File: config.mk
export PLATFORM = sky130hd
export DESIGN_NAME = grf_sb
export DESIGN_NICKNAME = d
export VERILOG_FILES = /design/src/rtl/grf_sb.sv
export SDC_FILE = /design/constraint.sdc
export NUM_CORES = 2
export LEC_CHECK = 0
export BUFFER_PORTS_ARGS = -buffer_cell sky130_fd_sc_hd__buf_2
export CORE_MARGIN = 2
export CORE_UTILIZATION = 55
export CTS_CLUSTER_SIZE = 10
export DETAILED_ROUTE_END_ITERATION = 8
export GPL_ROUTABILITY_DRIVEN = 0
export PLACE_DENSITY = 0.71
export SLEW_MARGIN = 20
export SYNTH_ARGS = -nofsm -noshare
export SYNTH_HDL_FRONTEND = slang
export SYNTH_SLANG_ARGS = --single-unit
export TNS_END_PERCENT = 20
File: constraint.sdc
create_clock -name clk -period 6.6 [get_ports clk]
set_input_delay 0.99 -clock clk [delete_from_list [all_inputs] [get_ports clk]]
set_output_delay 0.99 -clock clk [all_outputs]
set_load 0.1 [all_outputs]
File: src/rtl/grf_sb.sv
// General register file with per-register issue scoreboard; register 0 reads as zero.
// Optional write-through forwarding from the write port to the read ports: define GRF_BYPASS_EN.
module grf_sb #(
    parameter int DW  = 32,
    parameter int AW  = 5,
    parameter int NRD = 2
) (
    input  logic              clk,
    input  logic              rst,
    input  logic              we,
    input  logic [AW-1:0]     wa,
    input  logic [DW-1:0]     wd,
    input  logic              iss_v,
    input  logic [AW-1:0]     iss_a,
    input  logic [NRD*AW-1:0] ra,
    output logic [NRD*DW-1:0] rd,
    output logic [NRD-1:0]    rbusy,
    output logic              any_busy
);

    localparam int DEPTH = 1 << AW;

    logic [DW-1:0]    r_regs [DEPTH];
    logic [DEPTH-1:0] r_busy;

    logic w_wr_en;
    logic w_iss_en;

    assign w_wr_en  = we && (wa != '0);
    assign w_iss_en = iss_v && (iss_a != '0);

    // Issue is applied after writeback so a same-cycle issue to the same register leaves it busy.
    always_ff @(posedge clk) begin
        if (rst) begin
            for (int i = 0; i < DEPTH; i++) begin
                r_regs[i] <= '0;
            end
            r_busy <= '0;
        end else begin
            if (w_wr_en) begin
                r_regs[wa] <= wd;
                r_busy[wa] <= 1'b0;
            end
            if (w_iss_en) begin
                r_busy[iss_a] <= 1'b1;
            end
        end
    end

    assign any_busy = |r_busy;

    for (genvar k = 0; k < NRD; k++) begin : g_rd
        logic [AW-1:0] w_ra;
        logic [DW-1:0] w_rd;
        logic          w_rbusy;

        assign w_ra = ra[k*AW +: AW];

        always_comb begin
            w_rd    = '0;
            w_rbusy = 1'b0;
            if (w_ra != '0) begin
                w_rd    = r_regs[w_ra];
                w_rbusy = r_busy[w_ra];
            end
`ifdef GRF_BYPASS_EN
            // A same-cycle issue to the written register marks the forwarded value as stale again.
            if (!rst && w_wr_en && (w_ra == wa)) begin
                w_rd    = wd;
                w_rbusy = w_iss_en && (iss_a == wa);
            end
`endif
        end

        assign rd[k*DW +: DW] = w_rd;
        assign rbusy[k]       = w_rbusy;
    end

endmodule

==> Yosys cells after proc, flatten, opt, wreduce, memory -nomap -nowiden <==
Memories as Yosys holds them, arrays and structs flattened.
Cells that the tools add are included.
{ "word_totals": {"reg_bits": 32, "out_inout_bits": 67, "ramBits": 1024, "memories": 1} }
{ "op_classes": {"n_mux": 23, "n_lt_le_gt_ge": 6, "reduce_logical": 10, "n_bitwise": 3} }
{ "memory_table": {"columns": ["memory", "depth", "word_bits", "read_ports", "rd_ports_with_merged_regs", "write_ports", "line_no", "source"], "rows": [
  ["r_regs", 32, 32, 2, 0, 32, "23", "logic [DW-1:0] r_regs [DEPTH];"]
]} }
{ "op_table": {"columns": ["op", "count"], "rows": [
  ["two-way mux 32 bit", 6],
  ["OR reduction 32 bit", 2],
  ["bitwise AND 32 bit", 1],
  ["NOT 32 bit", 1],
  ["bitwise OR 32 bit", 1],
  ["less-than comparator 5 x 6 -> 1 bit (second input constant)", 4],
  ["nonzero test 5 bit", 4],
  ["two-way mux 1 bit", 12],
  ["binary-select mux 1 bit (select 5 bit)", 2],
  ["demux 1 bit (select 5 bit)", 2],
  ["greater-or-equal comparator 5 x 1 -> 1 bit (second input constant)", 2],
  ["two-way mux 5 bit", 1],
  ["logical AND 1 bit", 4]
]} }

==> Longest topological paths before layout <==
{ "depth": {"ltp_word": 10, "depth_mapped": 8} }

==> Worst setup path after synthesis <==
OpenSTA, ideal clock, no wires.
{ "synth_path": {"kind": "input to output", "from": "in ra[6]", "to": "out rd[36]", "path_slack_ns": 1.197, "t_arrival_ns": 4.413, "path_buffers": 3, "stages": 7, "cell_sequence": "buf_6 > nor2b_1 > buf_2 > clkbuf_1 > a221oi_1 > o21ai_0 > a311oi_1"} }
{ "synth_between": {"elab_chain_len": 2, "word_cells_on_any_way": 3, "classes_between": "1 x mux; 1 x reduce/logical; 1 x memory"} }
{ "synth_rtl": {"columns": ["element", "line_no", "source"], "rows": [
  ["start, declared", "15", "input logic [NRD*AW-1:0] ra,"],
  ["memory (32 x 32 bit) or nonzero test 5 bit (tied branches)", null, null],
  ["two-way mux 32 bit *", "62", "if (w_ra != '0) begin"],
  ["end, declared", "16", "output logic [NRD*DW-1:0] rd,"]
]} }
Mark *: on every way between the ends. The rest lies on a longest branch, timed or not.

==> Final worst setup path <==
{ "layout_path": {"from": "in ra[5]", "to": "out rd[63]"} }
Same word-level chain as after synthesis.

==> out/summary.md <==
## Setup path
* 5.61 ns — data required time of the critical path
* 2 — Worst Reg-to-Reg Cells
* buffers and inverters — CP top delay family
* a311oi_1 — Worst path slowest cell
* rd[63] — crit path capture
* input port — crit start category
* r_busy[15] — Crit Reg-Reg Endpoint
* 42 — maximum fanout count along the critical path
* 3 — Critical path buffers and inverters
* 0.90 ns — CP max stage delay
* buf_6, buf_4, or4_4, o21ai_0, a311oi_1, buf_2 — cell breakdown of the critical path
* output pin — critical path capture point type
* input port to output pin — start-to-end type of the worst setup path
* r_busy[15] — worst flop-to-flop path startpoint
* 4.53 ns — worst endpoint data arrival time
* 5.89 ns — slack of the worst reg-to-reg path
* 6 — logic depth of the worst path, buffers included
* ra[5] — Worst setup startpoint

## Clocking
* 0 — post-CTS setup repair buffer count
* 0 — hold-fix buffer count after cts
* 0.06 ns — clk slew on worst S/H paths
* 0.70 ns — clock network latency to the later pin of the worst-skew pair
* 3 — number of levels the H-tree was split into
* 0 — # resized after CTS
* 1056 — clock sinks
* yes — TritonCTS clock tree
* 118 — TritonCTS buffer count
* clkbuf_16 — clk root buf
* 3 — maximum buffer depth of the clock tree

## Yosys
* edfxtp_1 54%, mux4_2 17%, and2_1 11% — cells taking the most area after synthesis
* 0 — Adder-Cell Fraction of Synth Area
* 0.540 — post-synth top area share
* multiplexers — dominant combinational cell family by area after synthesis
* 0 — fraction of registers with async set/reset
* 53 — distinct cell type count of the synthesized netlist
* 0 — number of warnings printed during yosys synthesis
* 0 — fraction of synthesized cell area in xor and xnor cells
* 0.551 — sequential fraction of the synthesis area
* 0.221 — multiplexer share of the synthesized area
* edfxtp_1 — cell taking the most area after synthesis
* 1024 x edfxtp_1, 996 x and2_1, 432 x mux4_2, 224 x clkbuf_1, 132 x mux2i_1 — top cells by instance count after synthesis
* 56900 um^2 — post-synth design cell area
* edfxtp_1 — most frequent cell after synthesis
* edfxtp_1 — Main synth FF type
* 14.9 um^2 — mean area per synthesized cell
* 0.0550 — post-synthesis compound-gate area fraction
* 1056 — flip-flop and latch count after synthesis
* 0.131 — simple-gate area share of the yosys netlist
* 1024 — number of enable-type register cells in the synthesized netlist
* 3822 — Syn Inst Count

## Worst hold path
* flop to flop — hold crit path type

## STA
* 0.176 — tightest slew margin relative to the limit
* 1.23 ns — worst slew pin tran
* 0 — Final Hold Viols
* 0.836 — final critical-path share of the clock period
* 5.52 ns — Min Clock Period, post-route
* 0 ns — Fin Setup TNS
* 0 — Setup violations, final
* 0 ns — Max Clock Skew
* 181 MHz — maximum clock rate
* 0 — max-slew violation count
* false — RSZ-0062 raised after global routing
* 0.500 ns — post-route worst hold slack
* 1.08 ns — setup slack after layout

## Placement
* 111000 um — final HPWL from detailed placement
* 58500 um^2 — placement-stage cell area
* 1.31 ns — worst slack, placed
* 122 — count of input and output buffers
* 5056 — Placed Cells

## Pwr
* 0.487 — share of total power in sequential cells
* 11.8 mW — Pint
* 0.272 — fraction of power spent switching nets
* 21.1 nW — standby leakage power
* 16.3 mW — sum of internal, switching and leakage power
* 263 nW/um^2 — power density of the placed cells
* 0.149 — Combinational Power Share
* 0.363 — share of power burned in the clock network
* 0.230 mV — VDD IR-drop max
* 4.43 mW — power spent charging and discharging nets

## Floorplan
* 118 — number of cell rows
* 106000 um^2 — DIE AREA
* 0.552 — Starting Density
* 103000 um^2 — placeable core area
* 326 um — die extent in x
* 123 — number of I/O pins
* 326 um — chip height

## Cells and area
* 3853 — final net count
* 8.61% — Area growth syn-to-layout
* 61800 um^2 — post-route design area
* 5234 — number of cells in the finished layout apart from fillers
* 0.600 — final core utilization
* 7768 — Filler cells
* 0.247 — layout cells sized above 1

## Flow run
* 0 — number of maximum-capacitance constraint violations

## Detailed routing
* 7.02 — via density per instance
* 36.7k — vias after detailed routing
* 0 — antenna viol nets, final
* 35.3 um — detailed-route wire length per cell
* 0 — DRC errors left
* 185000 um — total wire length after detailed routing
* 6 — total iterations of the first detailed-routing run
* 6050 — number of DRC markers in iteration 0

## Global route
* 36.5k — vias in the first global route
* 0.348 — overall fraction of global-route tracks in use
* 22 — antenna violations before repair
* 79 — pin count of the biggest net entering global routing
* 0 — global route total overflow
* 264000 um — wire length of the first global-routing pass

## Status
* finished clean — result of the run

## worst min-delay path by stage
stage,startpoint,to,cells after the start
global route,r_busy[0],r_busy[0],1
floorplan,r_busy[4],r_busy[4],2
global placement,r_busy[8],r_busy[8],2
CTS,r_busy[16],r_busy[16],2
detailed placement,r_busy[16],r_busy[16],2
finish,r_busy[16],r_busy[16],2
## registers in the layout (all words and copies together) (netlist names)
register / count
r_busy: 32
r_regs: 1024
## power groups by stage
stage               logic [mW]  registers (mW)  clock network, mW
CTS                       2.38            7.91               5.91
finish                    2.43            7.92               5.91
global placement          2.35            8.02                  0
detailed placement        2.37            8.05                  0
floorplan                 1.68            7.97                  0
global route              2.47            7.95               6.17
## worst reg2reg max path: stages, from the launching register on
cell and delay [ns]:
dfxtp_1 0.40, inv_1 0.06, o22ai_1 0.17
## routing by layer
layer | global-route usage | share of wire
met5 | 0 | 0.00032
met2 | 0.526 | 0.45
met4 | 0.199 | 0.067
met1 | 0.465 | 0.35
met3 | 0.0843 | 0.12
## placed cells by master, fill, tap and decap left out, types with 4 or more instances in the layout
master and instances:
a221oi_2 5, o31ai_4 5, o22ai_1 16, and2_1 996, nand3_1 9, diode_2 6, buf_8 4, o21ai_4 8
nor4_1 9, nor2_1 5, clkbuf_1 39, edfxtp_1 1024, buf_2 116, a22oi_1 66, a32o_1 5, buf_12 12
o2111ai_1 17, a211oi_1 66, dfxtp_1 32, nand2_2 5, buf_4 103, mux4_2 432, inv_1 28, o21ai_1 33
nand2_1 53, nor3_1 6, conb_1 32, clkinv_1 8, mux2i_1 132, nand3b_1 4, nor2_2 31, clkbuf_16 122
a21o_2 10, mux4_1 30, nor3b_1 5, nor2b_1 68, a221oi_1 44, mux2_2 66, o21ai_0 92, a311oi_1 63
## logic make-up after synthesis
| family | count (synthesis) |
|---|---|
| AOI/OAI and AO/OA | 435 |
| buffers and inverters | 448 |
| DFF | 1056 |
| muxes | 660 |
| other | 1 |
| and+or+nand+nor | 1222 |
## layout make-up
class	instances	area, um^2	share of cell area
antenna	6	15.0	0.000243
timing repair buffer	239	1730	0.0280
sequential	1056	31400	0.508
inverter	33	126	0.00204
clock inverter	9	57.6	0.000931
clock buffer	162	3210	0.0520
tap	1380	1730	0.0279
multi-input combinational	2349	23600	0.381
No activity file was read; power rests on OpenSTA's default activity.
